### config.mk
export PLATFORM = sky130hd
export DESIGN_NAME = usb_rx_nrzi_unstuff_flat
export DESIGN_NICKNAME = d
export VERILOG_FILES = /design/src/rtl/usb_rx_nrzi_unstuff_if.sv /design/src/rtl/usb_rx_nrzi_unstuff.sv /design/src/flat_wrapper.sv
export SDC_FILE = /design/constraint.sdc
export NUM_CORES = 1
export LEC_CHECK = 0
export ABC_AREA = 1
export CAP_MARGIN = 20
export CORE_MARGIN = 4
export CORE_UTILIZATION = 30
export DETAILED_ROUTE_END_ITERATION = 10
export HOLD_SLACK_MARGIN = 0.03
export MAX_ROUTING_LAYER = met4
export PLACE_DENSITY = 0.48
export SYNTH_ARGS = -nofsm -noshare
export SYNTH_HDL_FRONTEND = slang
export SYNTH_SLANG_ARGS = --single-unit
### constraint.sdc
create_clock -name CLK -period 2.8 [get_ports CLK]
set_input_delay 0.28 -clock CLK [delete_from_list [all_inputs] [get_ports CLK]]
set_output_delay 0.28 -clock CLK [all_outputs]
set_load 0.005 [all_outputs]
### src/rtl/usb_rx_nrzi_unstuff_if.sv
// Bit-level receive handshake: line samples from clock recovery going in,
// SIPO shift pair and packet-layer status flags coming out.
interface usb_rx_nrzi_unstuff_if;
    logic sample_en;
    logic dp;
    logic dm;
    logic shift_enable;
    logic serial_in;
    logic rx_active;
    logic eop;
    logic stuff_err;
    logic rx_err;

    // Upstream side: drives line samples, observes decoded output
    modport master (
        output sample_en, dp, dm,
        input  shift_enable, serial_in, rx_active, eop, stuff_err, rx_err
    );

    // Decoder side: consumes line samples, drives the SIPO and status flags
    modport slave (
        input  sample_en, dp, dm,
        output shift_enable, serial_in, rx_active, eop, stuff_err, rx_err
    );
endinterface

### src/rtl/usb_rx_nrzi_unstuff.sv
// USB receive front end: NRZI decode, SYNC/EOP detection and bit destuffing.
// Every output is registered; the effect of a sample appears one clock after
// the sample_en cycle that carried it.
module usb_rx_nrzi_unstuff #(
    parameter int SYNC_MIN_ZEROS = 5,
    parameter bit LOW_SPEED      = 1'b0,
    parameter int IDLE_J_COUNT   = 8
) (
    input logic                   CLK,
    input logic                   nRST,
    usb_rx_nrzi_unstuff_if.slave  bus
);

    localparam int         JCW      = (IDLE_J_COUNT < 2) ? 1 : $clog2(IDLE_J_COUNT);
    localparam logic [2:0] SYNC_MIN = 3'(SYNC_MIN_ZEROS);
    localparam logic [JCW-1:0] J_LAST = JCW'(IDLE_J_COUNT - 1);

    typedef enum logic [2:0] {
        ST_IDLE,
        ST_SYNC,
        ST_DATA,
        ST_EOP,
        ST_ERROR
    } state_t;

    state_t state_q, state_d;

    logic           prev_j_q, prev_j_d;     // last J/K state seen was J
    logic [2:0]     zero_cnt_q, zero_cnt_d;
    logic [2:0]     ones_cnt_q, ones_cnt_d;
    logic [2:0]     byte_cnt_q, byte_cnt_d;
    logic [JCW-1:0] j_cnt_q, j_cnt_d;       // consecutive J samples while in ERROR
    logic           last_se0_q, last_se0_d; // previous sample was SE0

    logic shift_p1, shift_d;
    logic serial_p1, serial_d;
    logic active_p1, active_d;
    logic eop_p1, eop_d;
    logic stuff_err_p1, stuff_err_d;
    logic rx_err_p1, rx_err_d;

    logic line_j, line_k, line_se0, line_se1, line_jk, dec_bit;

    // Low speed swaps which differential state is J
    assign line_j   = LOW_SPEED ? (~bus.dp &  bus.dm) : ( bus.dp & ~bus.dm);
    assign line_k   = LOW_SPEED ? ( bus.dp & ~bus.dm) : (~bus.dp &  bus.dm);
    assign line_se0 = ~bus.dp & ~bus.dm;
    assign line_se1 =  bus.dp &  bus.dm;
    assign line_jk  = line_j | line_k;
    // NRZI: no transition decodes as 1
    assign dec_bit  = (line_j == prev_j_q);

    // State register
    always_ff @(posedge CLK or negedge nRST) begin
        if (!nRST) state_q <= ST_IDLE;
        else       state_q <= state_d;
    end

    // Next-state logic, advanced only on bit-centre strobes
    always_comb begin
        state_d = state_q;
        if (bus.sample_en) begin
            case (state_q)
                ST_IDLE: begin
                    if (line_k) state_d = ST_SYNC;
                end
                ST_SYNC: begin
                    if (!line_jk)     state_d = ST_IDLE;
                    else if (dec_bit) state_d = (zero_cnt_q >= SYNC_MIN) ? ST_DATA : ST_IDLE;
                end
                ST_DATA: begin
                    if (line_se0)                              state_d = ST_EOP;
                    else if (line_se1)                         state_d = ST_ERROR;
                    else if (ones_cnt_q == 3'd6 && dec_bit)    state_d = ST_ERROR;
                end
                ST_EOP: begin
                    if (line_j)        state_d = ST_IDLE;
                    else if (!line_se0) state_d = ST_ERROR;
                end
                ST_ERROR: begin
                    if (line_j && (last_se0_q || j_cnt_q == J_LAST)) state_d = ST_IDLE;
                end
                default: state_d = ST_IDLE;
            endcase
        end
    end

    // Output and counter next values; pulses default low so they last one clock
    always_comb begin
        prev_j_d    = prev_j_q;
        zero_cnt_d  = zero_cnt_q;
        ones_cnt_d  = ones_cnt_q;
        byte_cnt_d  = byte_cnt_q;
        j_cnt_d     = j_cnt_q;
        last_se0_d  = last_se0_q;
        shift_d     = 1'b0;
        serial_d    = serial_p1;
        active_d    = active_p1;
        eop_d       = 1'b0;
        stuff_err_d = 1'b0;
        rx_err_d    = 1'b0;
        if (bus.sample_en) begin
            if (line_jk) prev_j_d = line_j;
            last_se0_d = line_se0;
            j_cnt_d    = '0;
            case (state_q)
                ST_IDLE: begin
                    if (line_k) zero_cnt_d = 3'd1;
                end
                ST_SYNC: begin
                    if (line_jk && !dec_bit && zero_cnt_q != 3'd7)
                        zero_cnt_d = zero_cnt_q + 3'd1;
                    // SYNC's closing 1 already counts toward the six-ones run
                    if (line_jk && dec_bit && zero_cnt_q >= SYNC_MIN) begin
                        active_d   = 1'b1;
                        ones_cnt_d = 3'd1;
                        byte_cnt_d = 3'd0;
                    end
                end
                ST_DATA: begin
                    if (line_jk) begin
                        if (ones_cnt_q == 3'd6) begin
                            if (!dec_bit) begin
                                ones_cnt_d = 3'd0;
                            end else begin
                                stuff_err_d = 1'b1;
                                active_d    = 1'b0;
                            end
                        end else begin
                            shift_d    = 1'b1;
                            serial_d   = dec_bit;
                            byte_cnt_d = byte_cnt_q + 3'd1;
                            ones_cnt_d = dec_bit ? ones_cnt_q + 3'd1 : 3'd0;
                        end
                    end else if (line_se1) begin
                        rx_err_d = 1'b1;
                        active_d = 1'b0;
                    end
                end
                ST_EOP: begin
                    if (line_j) begin
                        eop_d    = (byte_cnt_q == 3'd0);
                        rx_err_d = (byte_cnt_q != 3'd0);
                        active_d = 1'b0;
                    end else if (!line_se0) begin
                        rx_err_d = 1'b1;
                        active_d = 1'b0;
                    end
                end
                ST_ERROR: begin
                    if (line_j && j_cnt_q != J_LAST) j_cnt_d = j_cnt_q + JCW'(1);
                end
                default: ;
            endcase
        end
    end

    // Counter and output registers
    always_ff @(posedge CLK or negedge nRST) begin
        if (!nRST) begin
            prev_j_q     <= 1'b1;
            zero_cnt_q   <= '0;
            ones_cnt_q   <= '0;
            byte_cnt_q   <= '0;
            j_cnt_q      <= '0;
            last_se0_q   <= 1'b0;
            shift_p1     <= 1'b0;
            serial_p1    <= 1'b0;
            active_p1    <= 1'b0;
            eop_p1       <= 1'b0;
            stuff_err_p1 <= 1'b0;
            rx_err_p1    <= 1'b0;
        end else begin
            prev_j_q     <= prev_j_d;
            zero_cnt_q   <= zero_cnt_d;
            ones_cnt_q   <= ones_cnt_d;
            byte_cnt_q   <= byte_cnt_d;
            j_cnt_q      <= j_cnt_d;
            last_se0_q   <= last_se0_d;
            shift_p1     <= shift_d;
            serial_p1    <= serial_d;
            active_p1    <= active_d;
            eop_p1       <= eop_d;
            stuff_err_p1 <= stuff_err_d;
            rx_err_p1    <= rx_err_d;
        end
    end

    assign bus.shift_enable = shift_p1;
    assign bus.serial_in    = serial_p1;
    assign bus.rx_active    = active_p1;
    assign bus.eop          = eop_p1;
    assign bus.stuff_err    = stuff_err_p1;
    assign bus.rx_err       = rx_err_p1;

endmodule

### src/flat_wrapper.sv
// flat-port wrapper written by rule: the top's interface ports become plain ports
module usb_rx_nrzi_unstuff_flat 
#(
    parameter int SYNC_MIN_ZEROS = 5,
    parameter bit LOW_SPEED      = 1'b0,
    parameter int IDLE_J_COUNT   = 8
)
  (CLK, nRST, bus_sample_en, bus_dp, bus_dm, bus_shift_enable, bus_serial_in, bus_rx_active, bus_eop, bus_stuff_err, bus_rx_err);
  usb_rx_nrzi_unstuff_if bus_i ();
  input logic CLK;
  input logic nRST;
  input wire logic [$bits(bus_i.sample_en)-1:0] bus_sample_en;
  input wire logic [$bits(bus_i.dp)-1:0] bus_dp;
  input wire logic [$bits(bus_i.dm)-1:0] bus_dm;
  output wire logic [$bits(bus_i.shift_enable)-1:0] bus_shift_enable;
  output wire logic [$bits(bus_i.serial_in)-1:0] bus_serial_in;
  output wire logic [$bits(bus_i.rx_active)-1:0] bus_rx_active;
  output wire logic [$bits(bus_i.eop)-1:0] bus_eop;
  output wire logic [$bits(bus_i.stuff_err)-1:0] bus_stuff_err;
  output wire logic [$bits(bus_i.rx_err)-1:0] bus_rx_err;
  assign bus_i.sample_en = bus_sample_en;
  assign bus_i.dp = bus_dp;
  assign bus_i.dm = bus_dm;
  assign bus_shift_enable = bus_i.shift_enable;
  assign bus_serial_in = bus_i.serial_in;
  assign bus_rx_active = bus_i.rx_active;
  assign bus_eop = bus_i.eop;
  assign bus_stuff_err = bus_i.stuff_err;
  assign bus_rx_err = bus_i.rx_err;
  usb_rx_nrzi_unstuff #(.SYNC_MIN_ZEROS(SYNC_MIN_ZEROS), .LOW_SPEED(LOW_SPEED), .IDLE_J_COUNT(IDLE_J_COUNT)) u_core (.CLK(CLK), .nRST(nRST), .bus(bus_i));
endmodule
Yosys cells after proc, flatten, opt, wreduce, memory -nomap -nowiden
Cells that the tools add are included.
{"block": "word_totals", "register_bits": 23, "output_inout_bits": 6, "elab_cells": 121}
{"block": "classes", "add_sub_neg": 4, "bitwise_logic": 8, "order_cmp": 1, "eq_ne": 22, "reduce_logical": 22, "muxes": 51}
{"operator": "two-way mux 3 bit", "n": 20}
{"operator": "two-way mux 1 bit", "n": 24}
{"operator": "!= test 3 bit (second input constant)", "n": 6}
{"operator": "one-hot mux 3 bit (2 select lines)", "n": 3}
{"operator": "one-hot mux 3 bit (5 select lines)", "n": 1}
{"operator": "adder 3 x 1 -> 3 bit (second input constant)", "n": 4}
{"operator": "!= test 2 x 1 -> 1 bit (second input constant)", "n": 5}
{"operator": "AND reduction 5 bit", "n": 2}
{"operator": "equality test 3 bit (second input constant)", "n": 3}
{"operator": "AND reduction 4 bit", "n": 2}
{"operator": "logical AND 1 bit", "n": 7}
{"operator": "AND reduction 7 bit", "n": 1}
{"operator": "equality test 3 x 2 -> 1 bit (second input constant)", "n": 2}
{"operator": "logical NOT 3 bit", "n": 2}
{"operator": "AND reduction 6 bit", "n": 1}
{"operator": "nonzero test 3 bit", "n": 2}
{"operator": "AND 1 bit", "n": 4}
{"operator": "!= test 4 x 1 -> 1 bit (second input constant)", "n": 1}
{"operator": "nonzero test 2 bit", "n": 2}
{"operator": "equality test 3 x 1 -> 1 bit (second input constant)", "n": 1}
{"operator": "greater-or-equal comparator 3 bit (second input constant)", "n": 1}
{"operator": "!= test 3 x 1 -> 1 bit (second input constant)", "n": 1}
{"operator": "!= test 3 x 2 -> 1 bit (second input constant)", "n": 1}
{"operator": "inverter 1 bit", "n": 3}
{"operator": "9 further kinds", "n": 9}

Depth between registers and ports, before layout
Gate-level depths: netlist of the first run.
{"block": "logic_depth", "depth_word": 8, "mapped_depth": 11}

Worst setup path after synthesis of the first run
Ideal clock, no wire load.
{"block": "synth_path", "path_kind": "register -> register", "start": "register u_core.ones_cnt_q[0]", "end": "register u_core.ones_cnt_q[0]", "slack_ns": 1.367, "arrival_time_ns": 1.316, "required_ns": 2.683, "stages_incl_launch_ff": 11, "path_cell_list": "dfrtp_1 inv_1 ha_1 nand2_1 clkinv_1 nand2_2 nor2_4 nor2_4 nand2_2 nand2_1 nand2_1"}
{"block": "synth_via", "elab_chain_len": 5, "elab_cells_between_ends": 8, "cone_classes": "add/sub: 1; eq/ne: 2; mux: 4; reduce/logical: 1"}
{"item": "from (decl)", "line": "usb_rx_nrzi_unstuff.sv:30", "source": "logic [2:0] ones_cnt_q, ones_cnt_d;"}
{"item": "from (signal assigned)", "line": "usb_rx_nrzi_unstuff.sv:176", "source": "ones_cnt_q <= ones_cnt_d;"}
{"item": "adder 3 x 1 -> 3 bit", "line": "usb_rx_nrzi_unstuff.sv:133", "source": "ones_cnt_d = dec_bit ? ones_cnt_q + 3'd1 : 3'd0;"}
{"item": "two-way mux 3 bit", "line": "usb_rx_nrzi_unstuff.sv:133"}
{"item": "two-way mux 3 bit", "line": "usb_rx_nrzi_unstuff.sv:122", "source": "if (ones_cnt_q == 3'd6) begin"}
{"item": "two-way mux 3 bit", "line": "usb_rx_nrzi_unstuff.sv:121", "source": "if (line_jk) begin"}
{"item": "one-hot mux 3 bit (2 select lines)", "line": "usb_rx_nrzi_unstuff.sv:106", "source": "case (state_q)"}
Several ways; a longest one is shown, not always the timed one. The select of a mux whose other input is x is not followed.
A chain may end at the register's enable or synchronous reset.

Final worst setup path of the first run
{"block": "layout_path", "start": "input bus_dm", "end": "register u_core.ones_cnt_q[1]"}
{"block": "layout_via", "elab_chain_len": 7, "elab_cells_between_ends": 15, "cone_classes": "eq/ne: 4; mux: 4; bitwise: 4; reduce/logical: 3"}
{"item": "from (decl)", "line": "flat_wrapper.sv:14", "source": "input wire logic [$bits(bus_i.dm)-1:0] bus_dm;"}
{"item": "inverter 1 bit", "line": "usb_rx_nrzi_unstuff.sv:45", "source": "assign line_j = LOW_SPEED ? (~bus.dp & bus.dm) : ( bus.dp & ~bus.dm);"}
{"item": "AND 1 bit", "line": "usb_rx_nrzi_unstuff.sv:45"}
{"item": "equality test 1 bit or OR 1 bit (tied branches)", "line": "usb_rx_nrzi_unstuff.sv:51, usb_rx_nrzi_unstuff.sv:49"}
{"item": "two-way mux 3 bit or logical AND 1 bit (tied branches)", "line": "usb_rx_nrzi_unstuff.sv:133, usb_rx_nrzi_unstuff.sv:114"}
{"item": "two-way mux 3 bit or logical AND 1 bit (tied branches)", "line": "usb_rx_nrzi_unstuff.sv:122, usb_rx_nrzi_unstuff.sv:114"}
{"item": "two-way mux 3 bit or != test 2 x 1 -> 1 bit (tied branches)"}
{"item": "one-hot mux 3 bit (2 select lines) or AND reduction 5 bit (tied branches)"}
Several ways; a longest one is shown, not always the timed one. The select of a mux whose other input is x is not followed.

==> results.tsv, run 1 <==
stage	metric	value	unit
power	VDD IR max	0.229	mV
global_route	vias in the first global route	1186	
drt	antenna viol nets, final	0	
cts	CTS tree	built	
cts	clk slew on worst S/H paths	90	ps
placed_design	number of port buffers	10	
timing	Max Clk Rate	522	MHz
timing	Setup Total Neg Slack	0	ps
final_layout	Layout Area Growth over Synthesis	15.0	%
timing	worst slew pin tran	372	ps
critical_path	critical path peak fanout	8	
run	Max-Cap Viols	0	
power	Pwr Density	587	mW/mm²
final_layout	ant diodes	0	
synthesis	flops & latches, synth	23	
synthesis	Synth Warn #	0	
drt	Vias	1165	
floorplanning	starting density of the core	31.4	%
critical_path	Setup crit start kind	input pin	
cts	# Post-CTS Setup Buffers	0	
drt	final wirelength	2910	µm
status	status	completed	
timing	post-route minimum period	1910	ps
drt	vias per cell	4.33	
global_route	gr usage total	11.0	%
cts	clock sink count	23	
critical_path	crit end category	flop	
cts	hold buffers post-CTS	0	
drt	number of remaining DRC errors	0	
critical_path	Worst path depth	10	
synthesis	top post-synthesis cells by area	dfrtp_1, nand2_1, ha_1, inv_1, nand3_1	
timing	Final Hold Viols	0	
critical_path	critical-path cell list	clkdlybuf4s50_1 > inv_1 > ha_1 > nand2_1 > inv_1 > nand3_2 > a21boi_4 > nand2_2 > nand2_1 > nand2_1	
final_layout	Nets	222	
synthesis	EDFF count, synth	0	
global_route	GRT Residual Overflow	0	
timing	Clock Skews	6.67	ps
final_layout	post-layout util	36.1	%
cts	clock latency on the worst-skew pair	270	ps
timing	RSZ-0062 raised after global routing	no	
power	Power Total	1010	µW
critical_path	critical path arrival	2080	ps
cts	CTS H-tree lvls	1	
cts	Max clock buf depth	2	
synthesis	Cells after Synth	188	
cts	post_cts resized	0	
floorplanning	die height	78.7	µm
floorplanning	Die Width	78.7	µm
timing	max_slew headroom	75.2	%
synthesis	post-synth cell types	27	
drt	DR iter-0 viols	40	
timing	Hold Slack	362	ps
synthesis	syn nets	207	
critical_path	Worst path top cell family by delay	buffers and inverters	
floorplanning	Die ar.	0.00620	mm²
global_route	global-route wire length before repair	5360	µm
synthesis	synthesized area per cell	7.99	µm²
critical_path	WP data required	2960	ps
synthesis	Synth top area share	36.7	%
synthesis	Mapped Area	0.00150	mm²
power	P_leak	0.000872	µW
critical_path	Crit path buffers/inverters	3	
critical_path	CP peak stage delay	530	ps
global_route	initial antenna violation count	0	
global_route	largest net degree at the start of global routing	24	
drt	wire per inst	10.8	µm
floorplanning	Rows	25	
cts	clk root buf	clkbuf_8	
placed_design	GP Congestion	0.753	
synthesis	asr flop ratio synth	100	%
critical_path	Crit Path Category	input pin to flop	
cts	CTS buffer count	3	
critical_path	Most Frequent Cell on Critical Path	nand2_1	
drt	Pre-antenna DRT Iters	4	
critical_path	R2R cell count	7	
final_layout	share of layout cells above drive strength 1	12.4	%
synthesis	post-synthesis sequential area ratio	38.4	%
timing	final setup vio count	0	
timing	final worst path period share	68.4	%
placed_design	detailed-placement wirelength estimate	2260	µm
timing	Slew Viols, Final	0	
synthesis	Synth area leader	dfrtp_1	
floorplanning	io pins	11	
floorplanning	core area	0.00479	mm²
synthesis	top_reg_cell synth	dfrtp_1	
critical_path	slowest cell on the critical path	clkdlybuf4s50_1	
min_path	Worst Hold Class	input pin to asynchronous set/reset pin	
==> placed cells by master, fill, tap and decap left out <==
| cell type | n |
|---|---|
| nor2_2 | 1 |
| a21oi_1 | 2 |
| a21boi_4 | 1 |
| clkbuf_1 | 1 |
| inv_1 | 22 |
| o21ai_0 | 8 |
| nand4_1 | 2 |
| dfstp_2 | 1 |
| nor2_1 | 16 |
| nor2_4 | 4 |
| dfrtp_1 | 22 |
| inv_2 | 3 |
| clkdlybuf4s50_1 | 10 |
| a22o_1 | 2 |
| nor3_1 | 6 |
| nand2_2 | 5 |
| a21oi_4 | 1 |
| ha_1 | 14 |
| nand3_2 | 2 |
| nand3_1 | 12 |
| nor3_4 | 1 |
| clkbuf_8 | 3 |
| nand3b_1 | 2 |
| clkinv_1 | 1 |
| buf_4 | 1 |
| nand2_1 | 54 |
| o21ai_2 | 1 |
| xnor2_1 | 2 |
| or2_2 | 1 |
| o22ai_1 | 1 |
==> metrics by stage <==
step	worst slack, ps	std cells	cell area (µm²)
2_1_floorplan	1370	188	1500
3_5_place_dp	599	265	1680
5_1_grt	739	269	1730
6_report	886	269	1730
4_1_cts	889	269	1730
3_3_place_gp	618	265	1680
==> layer usage <==
| layer | vias to the layer above | GRT usage (%) | part of all wire, % |
|---|---|---|---|
| met5 | - | - | 0 |
| met4 | 0 | 4.20 | 1.6 |
| met3 | 5 | 1.93 | 3.9 |
| met2 | 18 | 16.9 | 43 |
| met1 | 517 | 14.5 | 52 |
| li1 | 625 | - | - |
==> worst reg2reg max path, stage by stage (launching register included) <==
cell	delay [ps]
dfrtp_1	470
inv_2	110
nand3_2	310
nand2_1	170
a21boi_4	290
nand2_2	110
nand2_1	80
nand2_1	40
==> registers in the layout, summed over array words and instances (netlist names) <==
register                 flops
u_core.bus.eop               1
u_core.bus.shift_enable      1
u_core.prev_j_q              1
u_core.state_q               3
u_core.bus.rx_err            1
u_core.last_se0_q            1
u_core.bus.rx_active         1
u_core.zero_cnt_q            3
u_core.bus.serial_in         1
u_core.bus.stuff_err         1
u_core.ones_cnt_q            3
u_core.byte_cnt_q            3
u_core.j_cnt_q               3
==> logic make-up after synthesis <==
family | Yosys count | share of synthesized area, %
simple gates | 106 | 33.7
buf+inv | 27 | 7.25
flops | 23 | 38.4
compound gates | 16 | 7.83
fa+ha+maj | 14 | 11.7
xor+xnor | 2 | 1.17
==> synth_stat cells, types with 2 or more instances <==
cell type / number
a21oi_1: 2
inv_1: 22
nor2_4: 4
nand4_1: 2
nand3b_1: 2
o21ai_0: 8
xnor2_1: 2
nand2_1: 54
nor2_1: 16
ha_1: 14
nand2_2: 5
inv_2: 3
nand3_2: 2
nor3_1: 6
a22o_1: 2
nand3_1: 12
dfrtp_1: 22
==> path summary, 6_finish.rpt <==
check	start	endpoint	slack (ps)
max	bus_dm	u_core.ones_cnt_q[1]	890
max in group asynchronous	nRST	u_core.prev_j_q	2150
min reg2reg	u_core.bus.rx_active	u_core.bus.rx_active	490
min in group CLK	u_core.bus.rx_active	u_core.bus.rx_active	490
min	nRST	u_core.zero_cnt_q[0]	360
max reg2reg	u_core.state_q[2]	u_core.ones_cnt_q[1]	1120
==> power breakdown <==
group	switching, µW	internal, µW
combinational	219	139
clock	113	102
sequential	56.3	385
==> area by class of cell <==
class / instances / area (µm²)
multi-input combinational: 138 / 816
tap: 67 / 83.8
sequential: 23 / 577
timing repair buffer: 11 / 108
inverter: 26 / 97.6
clock buffer: 4 / 45.0
fill: 507 / 3060
Power figures use the tool's default switching activity.
==> run 2: changes to the inputs <==
- PLACE_DENSITY: 0.48 -> 0.5
- clock period: 2.8 -> 1.7 ns (I/O delays scaled with it)
==> run 2 against run 1 <==
  * Wire length rose by 4.7%
  * Combinational power up 91%
  * Power up 75%
  * Sequential power grew 65%
  * Sequential cell count unchanged
  * Core utilization is 3.6 points higher
  * Critical endpoint is now u_core.ones_cnt_q[2]
==> results.tsv, run 2 (synthesis gave the netlist of run 1 again) <==
stage	metric	value	unit	change
status	status	completed		
floorplanning	die height	78.7	µm	unchanged
power	P_leak	0.000972	µW	+12%
cts	CTS buffer count	3		unchanged
global_route	GRT Residual Overflow	0		unchanged
timing	Final Hold Viols	0		unchanged
final_layout	design area	0.00190	mm²	+9.9%
timing	Setup Total Neg Slack	0	ps	unchanged
timing	final setup vio count	0		unchanged
cts	clk root buf	clkbuf_8		
cts	hold buffers post-CTS	0		unchanged
drt	vias per cell	4.25		-1.9%
floorplanning	Rows	25		unchanged
drt	number of remaining DRC errors	0		unchanged
drt	DR iter-0 viols	36		-10%
run	Max-Cap Viols	0		unchanged
placed_design	Post-DP Area	0.00181	mm²	+7.6%
placed_design	detailed-placement wirelength estimate	2340	µm	+3.7%
final_layout	share of layout cells above drive strength 1	23.5	%	+11 points
final_layout	Nets	241		+8.6%
timing	worst slew pin tran	298	ps	-73.5 ps
timing	worst setup margin	136	ps	-750 ps
cts	CTS H-tree lvls	1		unchanged
timing	final worst path period share	92.0	%	
drt	final wirelength	3050	µm	+4.7%
timing	max_slew headroom	80.1	%	+4.9 points
final_layout	most frequent cells in the layout	nand2_1, dfrtp_1, buf_4		
final_layout	Storage cell area	577	µm²	unchanged
drt	wire per inst	10.6	µm	-2.2%
placed_design	number of port buffers	10		unchanged
final_layout	commonest non-fill, non-tap cell in the layout	nand2_1		
floorplanning	io pins	11		unchanged
final_layout	multi-input logic area	841	µm²	+3.1%
power	Power Total	1770	µW	+75%
final_layout	Post-Layout Cell Count	288		+7.1%
timing	Max Clk Rate	639	MHz	
drt	antenna viol nets, final	0		unchanged
critical_path	crit end category	flop		
drt	Vias	1224		+5.1%
floorplanning	Die ar.	0.00620	mm²	unchanged
drt	Pre-antenna DRT Iters	4		unchanged
placed_design	GP Congestion	0.755		+0.27%
power	Pwr Density	932	mW/mm²	+59%
cts	clk slew on worst S/H paths	90	ps	about the same
final_layout	ant diodes	0		unchanged
cts	CTS tree	built		
critical_path	critical path peak fanout	8		unchanged
timing	Clock Skews	4.55	ps	-2.12 ps
floorplanning	Die Width	78.7	µm	unchanged
power	VDD IR max	0.473	mV	+110%
placed_design	dpl cells	282		+6.4%
floorplanning	starting density of the core	31.4	%	unchanged
timing	post-route minimum period	1560	ps	
final_layout	FILL cells	493		-2.8%
critical_path	critical path arrival	1740	ps	-340 ps
timing	RSZ-0062 raised after global routing	no		
timing	Slew Viols, Final	0		unchanged
cts	clock sink count	23		unchanged
final_layout	Layout Area Growth over Synthesis	26.4	%	
floorplanning	core area	0.00479	mm²	unchanged
global_route	vias in the first global route	1207		+1.8%
global_route	largest net degree at the start of global routing	24		unchanged
global_route	initial antenna violation count	0		unchanged
min_path	Worst Hold Class	input pin to asynchronous set/reset pin		
global_route	global-route wire length before repair	5510	µm	+2.7%
critical_path	Setup crit start kind	input pin		
cts	Max clock buf depth	2		unchanged
global_route	gr usage total	11.4	%	+0.39 points
critical_path	Crit Path Category	input pin to flop		
placed_design	DP Worst Slack	-208	ps	-807 ps
cts	clock latency on the worst-skew pair	270	ps	about the same
critical_path	WP data required	1870	ps	-1090 ps
[run 2: changes by cell type in the layout (fill, tap and decap cells not counted), moves of 2 or more]
cell | before | now
inv_2 | 3 | 7
inv_1 | 22 | 19
ha_1 | 14 | 12
buf_4 | 1 | 20
[run 2: cell type report]
cell class                      instances  area share [%]
Tap cell                               67            4.42
Timing Repair Buffer                   30            13.3
Inverter                               26            5.14
Clock inverter                          1           0.264
Multi-Input combinational cell        138            44.3
Clock buffer                            3            2.18
Sequential cell                        23            30.4
[run 2: timing repair]
item / 4_1_cts / 5_1_grt
endpoints found under the setup margin: 0 / 13
buffers inserted: 0 / 2
hold endpoints to repair: 0 / 0
resized for setup: 0 / 9
[run 2: worst max-delay path, stage by stage]
cell and delay (ps):
clkdlybuf4s50_1 520, inv_2 70, ha_4 280, nand2_1 60, inv_2 80, nand3_4 90
a21boi_4 270, nand2_2 100, nand2_1 70, nand2_1 40
[run 2: routing by layer]
layer | vias to the layer above | part of all wire (%) | track usage [%]
li1 | 659 | - | -
met1 | 547 | 53 | 15.6
met2 | 16 | 43 | 17.6
met3 | 2 | 3.3 | 2.49
met4 | 0 | 0.49 | 2.10
met5 | - | 0 | -
[run 2: path summary, 6_finish.rpt]
check,end,cells after the start,startpoint,slack (ps)
worst max-delay path,u_core.ones_cnt_q[2],10,bus_dp,140
worst min-delay path,u_core.zero_cnt_q[0],2,nRST,250
worst max register to register,u_core.state_q[1],9,u_core.j_cnt_q[0],210
worst min register to register,u_core.bus.rx_active,2,u_core.bus.rx_active,490
max in group asynchronous,u_core.prev_j_q,2,nRST,1160
min in group CLK,u_core.bus.rx_active,2,u_core.bus.rx_active,490
[run 2: per-stage QoR]
step / hold WS, ps / util [%]
after floorplan: -126 / -
after global placement: 466 / 37.8
after detailed placement: 468 / 37.8
after CTS: 267 / 38.8
after global routing: 275 / 39.7
final: 249 / 39.7
[run 2: where the power goes]
group          total (µW)  switching (µW)  internal [µW]
Sequential            728            94.6            633
Clock                 358             194            164
Combinational         683             385            298
Total                1770             674           1100
